## src/rtl/quad_pkg.sv

```systemverilog
// Purpose : shared types, constants and the phase-to-{A,B} encoding for the
//           quadrature encoder emulator.
// Contents: state_t (ST_IDLE / ST_RUN), DIR_UP / DIR_DN, gray2().
package quad_pkg;

    typedef enum logic {
        ST_IDLE = 1'b0,
        ST_RUN  = 1'b1
    } state_t;

    localparam logic DIR_UP = 1'b1;
    localparam logic DIR_DN = 1'b0;

    // Phase p walks 0,1,2,3; {A,B} walks 00,01,11,10 so only one bit moves per step.
    function automatic logic [1:0] gray2(input logic [1:0] p);
        return {p[1], p[1] ^ p[0]};
    endfunction

endpackage

```

## src/rtl/dwell_timer.sv

```systemverilog
// Purpose : loadable down-counter that times the hold between quadrature edges.
// Ports   : clk, rst_n      clock / async active-low reset
//           load, value    load value on this edge (has priority over en)
//           en             count down by one while non-zero
//           zero           counter currently holds zero
module dwell_timer #(
    parameter int DWELL_W = 8
) (
    input  logic               clk,
    input  logic               rst_n,
    input  logic               load,
    input  logic [DWELL_W-1:0] value,
    input  logic               en,
    output logic               zero
);

    logic [DWELL_W-1:0] count;

    always_ff @(posedge clk or negedge rst_n) begin
        if (!rst_n) begin
            count <= '0;
        end else if (load) begin
            count <= value;
        end else if (en && (count != '0)) begin
            count <= count - DWELL_W'(1);
        end
    end

    assign zero = (count == '0);

endmodule

```

## src/rtl/quad_encoder_gen.sv

```systemverilog
// Purpose : quadrature encoder emulator. Turns burst step commands
//           (direction + count) into a Gray-coded quadA/quadB waveform with a
//           programmable dwell per phase and tracks net emitted steps.
// Ports   : clk, rst_n                    clock / async active-low reset
//           cmd_valid, cmd_ready         command handshake
//           cmd_dir, cmd_count           1 = up, 0 = down; steps to emit
//           abort                        stop the burst after the current dwell
//           quadA, quadB                 registered quadrature outputs
//           position                     signed net step count, wraps
//           busy                         burst in progress (= ~cmd_ready)
//           done                         one-cycle pulse at burst / abort completion
//
// state   | meaning
// --------+--------------------------------------------------------------
// ST_IDLE | waiting for a command; cmd_ready high
// ST_RUN  | emitting steps; an edge each time the dwell timer reaches zero
module quad_encoder_gen
    import quad_pkg::*;
#(
    parameter int DWELL_CYCLES = 4,
    parameter int DWELL_W      = 8,
    parameter int CNT_W        = 8,
    parameter int POS_W        = 9
) (
    input  logic             clk,
    input  logic             rst_n,
    input  logic             cmd_valid,
    input  logic             cmd_dir,
    input  logic [CNT_W-1:0] cmd_count,
    output logic             cmd_ready,
    input  logic             abort,
    output logic             quadA,
    output logic             quadB,
    output logic [POS_W-1:0] position,
    output logic             busy,
    output logic             done
);

    localparam logic [DWELL_W-1:0] DWELL_LOAD = DWELL_W'(DWELL_CYCLES - 1);

    state_t           state,     stateNext;
    logic [1:0]       phase,     phaseNext;
    logic [1:0]       abReg;
    logic [CNT_W-1:0] remaining, remNext;
    logic [POS_W-1:0] posReg,    posNext;
    logic             dirReg,    dirNext;
    logic             doneReg,   doneNext;

    logic               tmrLoad;
    logic               tmrEn;
    logic [DWELL_W-1:0] tmrValue;
    logic               dwellZero;

    dwell_timer #(
        .DWELL_W (DWELL_W)
    ) uDwell (
        .clk   (clk),
        .rst_n (rst_n),
        .load  (tmrLoad),
        .value (tmrValue),
        .en    (tmrEn),
        .zero  (dwellZero)
    );

    always_ff @(posedge clk or negedge rst_n) begin
        if (!rst_n) begin
            state     <= ST_IDLE;
            phase     <= 2'd0;
            abReg     <= 2'b00;
            remaining <= '0;
            posReg    <= '0;
            dirReg    <= DIR_UP;
            doneReg   <= 1'b0;
        end else begin
            state     <= stateNext;
            phase     <= phaseNext;
            // {A,B} is registered directly so no output is a function of two
            // flops that change together (phase 1->2 flips both bits).
            abReg     <= gray2(phaseNext);
            remaining <= remNext;
            posReg    <= posNext;
            dirReg    <= dirNext;
            doneReg   <= doneNext;
        end
    end

    always_comb begin
        stateNext = state;
        phaseNext = phase;
        remNext   = remaining;
        posNext   = posReg;
        dirNext   = dirReg;
        doneNext  = 1'b0;
        tmrLoad   = 1'b0;
        tmrEn     = 1'b0;
        tmrValue  = '0;

        case (state)
            ST_IDLE: begin
                if (cmd_valid) begin
                    dirNext = cmd_dir;
                    if (cmd_count == '0) begin
                        doneNext = 1'b1;
                    end else begin
                        stateNext = ST_RUN;
                        remNext   = cmd_count;
                        tmrLoad   = 1'b1;
                        tmrValue  = '0;
                    end
                end
            end

            ST_RUN: begin
                if (dwellZero && (remaining != '0)) begin
                    if (dirReg == DIR_UP) begin
                        phaseNext = phase + 2'd1;
                        posNext   = posReg + POS_W'(1);
                    end else begin
                        phaseNext = phase - 2'd1;
                        posNext   = posReg - POS_W'(1);
                    end
                    // Abort still lets this step out; it only cancels later ones.
                    remNext  = abort ? '0 : (remaining - CNT_W'(1));
                    tmrLoad  = 1'b1;
                    tmrValue = DWELL_LOAD;
                end else if (!dwellZero) begin
                    tmrEn = 1'b1;
                    if (abort) begin
                        remNext = '0;
                    end
                end else begin
                    stateNext = ST_IDLE;
                    doneNext  = 1'b1;
                end
            end

            default: begin
                stateNext = ST_IDLE;
            end
        endcase
    end

    assign quadA     = abReg[1];
    assign quadB     = abReg[0];
    assign position  = posReg;
    assign cmd_ready = (state == ST_IDLE);
    assign busy      = (state != ST_IDLE);
    assign done      = doneReg;

endmodule

```

## config.mk

```make
export PLATFORM = sky130hd
export DESIGN_NAME = quad_encoder_gen
export DESIGN_NICKNAME = d
export VERILOG_FILES = /design/src/rtl/quad_pkg.sv /design/src/rtl/dwell_timer.sv /design/src/rtl/quad_encoder_gen.sv
export SDC_FILE = /design/constraint.sdc
export NUM_CORES = 1
export LEC_CHECK = 0
export BUFFER_PORTS_ARGS = -buffer_cell sky130_fd_sc_hd__buf_2
export CAP_MARGIN = 25
export CORE_MARGIN = 1.5
export CORE_UTILIZATION = 50
export CTS_CLUSTER_DIAMETER = 30
export DETAILED_ROUTE_END_ITERATION = 8
export HOLD_SLACK_MARGIN = 0.03
export PLACE_DENSITY_LB_ADDON = 0.2
export SLEW_MARGIN = 10
export SYNTH_ARGS = -nofsm -noshare
export SYNTH_HDL_FRONTEND = slang
export SYNTH_SLANG_ARGS = --single-unit
```

## constraint.sdc

```tcl
create_clock -name clk -period 3.6 [get_ports clk]
set_clock_uncertainty 0.2 [all_clocks]
set_input_delay 0.18 -clock clk [delete_from_list [all_inputs] [get_ports clk]]
set_output_delay 0.18 -clock clk [all_outputs]
set_load 0.1 [all_outputs]
```

**Yosys cells after proc, flatten, opt, wreduce, memory -nomap -nowiden**

Index checks and enable logic that the tools add are counted.

- Word-level logic and storage cells: 59
- Input bits: 13
- Output and inout port bits: 14
- Register bits after elaboration: 32

- Reductions and logical operators: 10
- Eq/ne operators: 4
- Multiplexer cells: 29
- Bitwise logic cells: 2
- Add/sub/neg operators: 6

Operators by type and width:

| operator | count |
|---|---|
| two-way mux 8 bit | 8 |
| case mux 8 bit (2 select lines) | 2 |
| zero test 8 bit | 2 |
| nonzero test 8 bit | 2 |
| subtractor 8 x 1 -> 8 bit, second input constant | 2 |
| two-way mux 1 bit | 11 |
| adder 9 x 1 -> 9 bit, second input constant | 1 |
| two-way mux 9 bit | 1 |
| subtractor 9 x 1 -> 9 bit, second input constant | 1 |
| two-way mux 2 bit | 4 |
| != test 3 x 2 -> 1 bit, second input constant | 2 |
| case mux 1 bit (2 select lines) | 3 |
| != test 2 bit, second input constant | 2 |
| AND reduction 2 bit | 2 |
| AND reduction 4 bit | 1 |
| adder 2 x 1 -> 2 bit, second input constant | 1 |
| logical AND 1 bit | 2 |
| nonzero test 2 bit | 1 |
| subtractor 2 x 1 -> 2 bit, second input constant | 1 |
| inverter 1 bit | 1 |
| bitwise XOR 1 bit | 1 |

**Depth between registers and ports, before layout**

- Depth in word-level cells: 7
- Gate-level depth with buffers: 9
- Gate-level depth less buffers: 7

**By module**

A second synthesis with hierarchy kept.

- Cell total of the unflattened synthesis: 243
- Area, all modules: 2167.1 um^2

By module, submodules not included:

| module | cells an instance | times used | area an instance (um^2) | sequential area each (um^2) |
|---|---|---|---|---|
| quad_encoder_gen | 175 | 1 | 1591.5 | 576.8 |
| dwell_timer | 68 | 1 | 575.6 | 200.2 |

**Least setup slack after synthesis**

OpenSTA, ideal clock, no wires.

- Path type: reg-to-reg
- Start point: register state, in the netlist busy
- End point: register remaining[1]
- Path buffers: 0
- Period minus slack after synthesis: 3.119 ns
- Data arrival time: 2.794 ns
- Library setup time: 0.125 ns
- Cell stages (with the launch flop): 4
- Setup slack: 0.481 ns
- Required time: 3.275 ns
- Cells stage by stage: dfrtp_1 -> clkinv_1 -> a22o_1 -> mux2_2

- Cells in the longest elaborated chain, start to end: 3
- Elaborated cells between the ends (all ways): 7
- Classes of those cells: 4 x eq/ne; 1 x mux; 1 x bitwise; 1 x reduce/logical

Ends and longest elaborated chain:

| what | line | source |
|---|---|---|
| start: declaration | quad_encoder_gen.sv:41 | `state_t state, stateNext;` |
| start signal: assignment | quad_encoder_gen.sv:75 | `state <= stateNext;` |
| inverter 1 bit (*) | n/a |  |
| named net cmd_ready | quad_encoder_gen.sv:30 | `output logic cmd_ready,` |
| != test 2 bit (no line) | n/a |  |
| AND reduction 4 bit (no line) | n/a |  |
| end signal: assignment | quad_encoder_gen.sv:80 | `remaining <= remNext;` |
| end: declaration | quad_encoder_gen.sv:44 | `logic [CNT_W-1:0] remaining, remNext;` |

The timed path passes the listed nets; every way through them passes the cells marked *.
A chain may end at the register's enable or synchronous reset.

**Worst setup path after layout**

- Start point: input cmd_count[0]
- End point: register remaining[1]

- Cells in the longest elaborated chain, start to end: 3

Ends and longest elaborated chain:

| what | line | source |
|---|---|---|
| start: declaration | quad_encoder_gen.sv:29 | `input logic [CNT_W-1:0] cmd_count,` |
| zero test 8 bit | quad_encoder_gen.sv:102 | `if (cmd_count == '0) begin` |
| != test 2 bit (no line) | n/a |  |
| AND reduction 4 bit (no line) | n/a |  |

Every way passes these cells.

==> flow_metrics.tcl <==
set metrics [dict create \
    yosysTopAreaCellShare 0.365 \
    cts_setup_buffers 0 \
    antenna_cells 0 \
    grt_pass1_wl_um 7800 \
    seq_area_um2 777 \
    rows 23 \
    ys_seq_elements 31 \
    ys_warn_count 0 \
    cts_num_sinks 31 \
    finalSetupViolCount 0 \
    grt.total_usage 0.229 \
    clk_latency_ns 0.28 \
    grt_overflow 0 \
    final_common_cell "dfrtp_1" \
    synth_area_mm2 0.00205 \
    h-tree-depth 2 \
    grt_max_degree 32 \
    ys_seq_area_frac 0.378 \
    maxCapViolCount 0 \
    layout-drive-gt1-share 0.195 \
    grt_pass1_vias 1691 \
    place_area_mm2 0.00222 \
    rsz0062_at_grt "no" \
    multi_input_area_mm2 0.00118 \
    syn_inst 215 \
    drt_wl_total_um 4440 \
    synth_ff_type "dfrtp_1" \
    worst_setup_path_end_kind "flip-flop" \
    holdWs_ns 0.0433 \
    worst_slack_ns 1.01 \
    r2r-end "remaining[1]$_DFFE_PN0P_" \
    critPathMaxFanout 7 \
    wl_per_cell_um 14.7 \
    finalHoldViolCount 0 \
    ant_nets 0 \
    final_cell_area_mm2 0.00238 \
    r2r_cells 7 \
    hp-start "cmd_count[7]" \
    cp-start-kind "input port" \
    dp_slack_ns 1.08 \
    cts_tree "done" \
    synth_edf_count 0 \
    root_buffer "clkbuf_8" \
    antenna_found_initial 0 \
    crit_arrival_ns 2.56 \
    holdPathStages 4 \
    synth_area_leaders "dfrtp_1 (37%), ha_1 (6.7%), a21oi_1 (4.1%)" \
    relSlewSlack 0.529 \
    dp_hpwl_um 3120 \
    drc 0 \
    start_util 0.517 \
    syn_to_final_growth_pct 15.7 \
    fmax_ghz 0.386 \
    fin_setup_tns_ns 0 \
    die_area_mm2 0.00450 \
    worstMarginPinSlew_ns 0.706 \
    yosys.area.top_type "dfrtp_1" \
    core_mm2 0.00397 \
    io_pins 27 \
    holdPathEnd "done$_DFF_PN0_" \
    path_clk_slew_ns 0.07 \
    vias 1790 \
    worstHoldPathType "in -> reg" \
    clockBufferDepth 2 \
    die_x_um 67.1 \
    die_y_um 67.1 \
    ys_types 62 \
    status "completed" \
    ff2ff_setup_slack_ns 1.02 \
    syn_avg_cell_area_um2 9.56 \
    fill_cells 362 \
    nNetsFinal 275 \
    place.gp.congestion 0.788 \
    maxSlewViolCount 0 \
    layout_common_cells "dfrtp_1 (30), buf_2 (26), a21oi_1 (17)" \
    reg2reg_from "remaining[0]$_DFFE_PN0P_" \
    dr.pass1.iters 4 \
    cts_buffers 5 \
    io_buffers 26 \
    async_flop_share 1.00 \
    min_period_ns 2.59 \
    syn-num-nets 240 \
    required_ns 3.57 \
    fin_crit_sh 0.720 \
    crit_type "in -> reg" \
    vias_per_cell 5.95 \
    drt_iter0_markers 78 \
]
timing repair:
item                                   4_1_cts  5_1_grt
resized for setup                            0        0
setup endpoints to repair                    0        0
endpoints found under the hold margin       35        0
hold buffers                                 7        0
cell usage after synthesis (all sizes together) (3+ instances only):
library cell / instances
or3: 10
inv: 14
o21ai: 16
nor4: 5
a21oi: 18
buf: 4
dfrtp: 30
nand3: 6
nor2: 8
a32oi: 3
nand4: 3
o22ai: 3
nand2b: 4
nand2: 13
xor2: 4
nor4b: 4
a211oi: 4
o31ai: 4
nor3: 7
xnor2: 4
ha: 11
a21o: 3
through the flow:
step / util / cells
after floorplan: - / 215
after detailed placement: 0.558 / 286
after global placement: 0.558 / 286
after CTS: 0.599 / 301
after global routing: 0.599 / 301
final: 0.599 / 301
worst max-delay path, stage by stage:
cell	delay, ns
dlygate4sd3_1	0.53
buf_2	0.13
nor4_1	0.49
a21boi_2	0.20
a211oi_2	0.48
buf_4	0.22
mux2_2	0.32
metal layers:
metal,track usage,wire length [um]
met5,0,0
met4,0.0893,69
met3,0.0524,197
met2,0.371,2130
met1,0.296,2040
state kept, by name, summed over array words and instances (netlist names):
| register | flops |
|---|---|
| position | 9 |
| remaining | 8 |
| uDwell.count | 8 |
| abReg | 2 |
| busy | 1 |
| dirReg | 1 |
| done | 1 |
| phase | 1 |
how the worst max path moves through the flow:
stage	from	to	slack (ns)	cells after the start
after global placement	dirReg$_DFFE_PN1P_	position[8]$_DFFE_PN0P_	1.12	6
after global routing	remaining[0]$_DFFE_PN0P_	remaining[1]$_DFFE_PN0P_	0.84	7
final	cmd_count[0]	remaining[1]$_DFFE_PN0P_	1.01	7
after floorplan	busy$_DFF_PN0_	remaining[1]$_DFFE_PN0P_	0.48	3
after detailed placement	dirReg$_DFFE_PN1P_	position[8]$_DFFE_PN0P_	1.08	6
after CTS	cmd_count[0]	remaining[1]$_DFFE_PN0P_	1.03	7
kinds of logic (layout without fill, tap and decap cells):
kind of cell / count (synthesis) / count (layout) / share of synthesized area
adder cells (fa/ha/maj): 12 / 12 / 0.0767
flip-flops: 31 / 31 / 0.378
multiplexers: 3 / 3 / 0.0158
AND/OR/NAND/NOR: 72 / 72 / 0.228
XOR/XNOR: 8 / 8 / 0.0341
buffers and inverters: 21 / 57 / 0.0463
AO/OA/AOI/OAI: 68 / 68 / 0.221
cell type report:
class	count	area share
multi-input cells	163	0.497
flip-flops and latches	31	0.327
repair buffers	34	0.0874
clock buffers	7	0.0363
well taps	50	0.0263
inverters	15	0.0237
clock inverters	1	0.00211
Power is left out: the tool's default activity adds up to more than one toggle a clock period on the data nets, which glitch-free logic cannot reach.
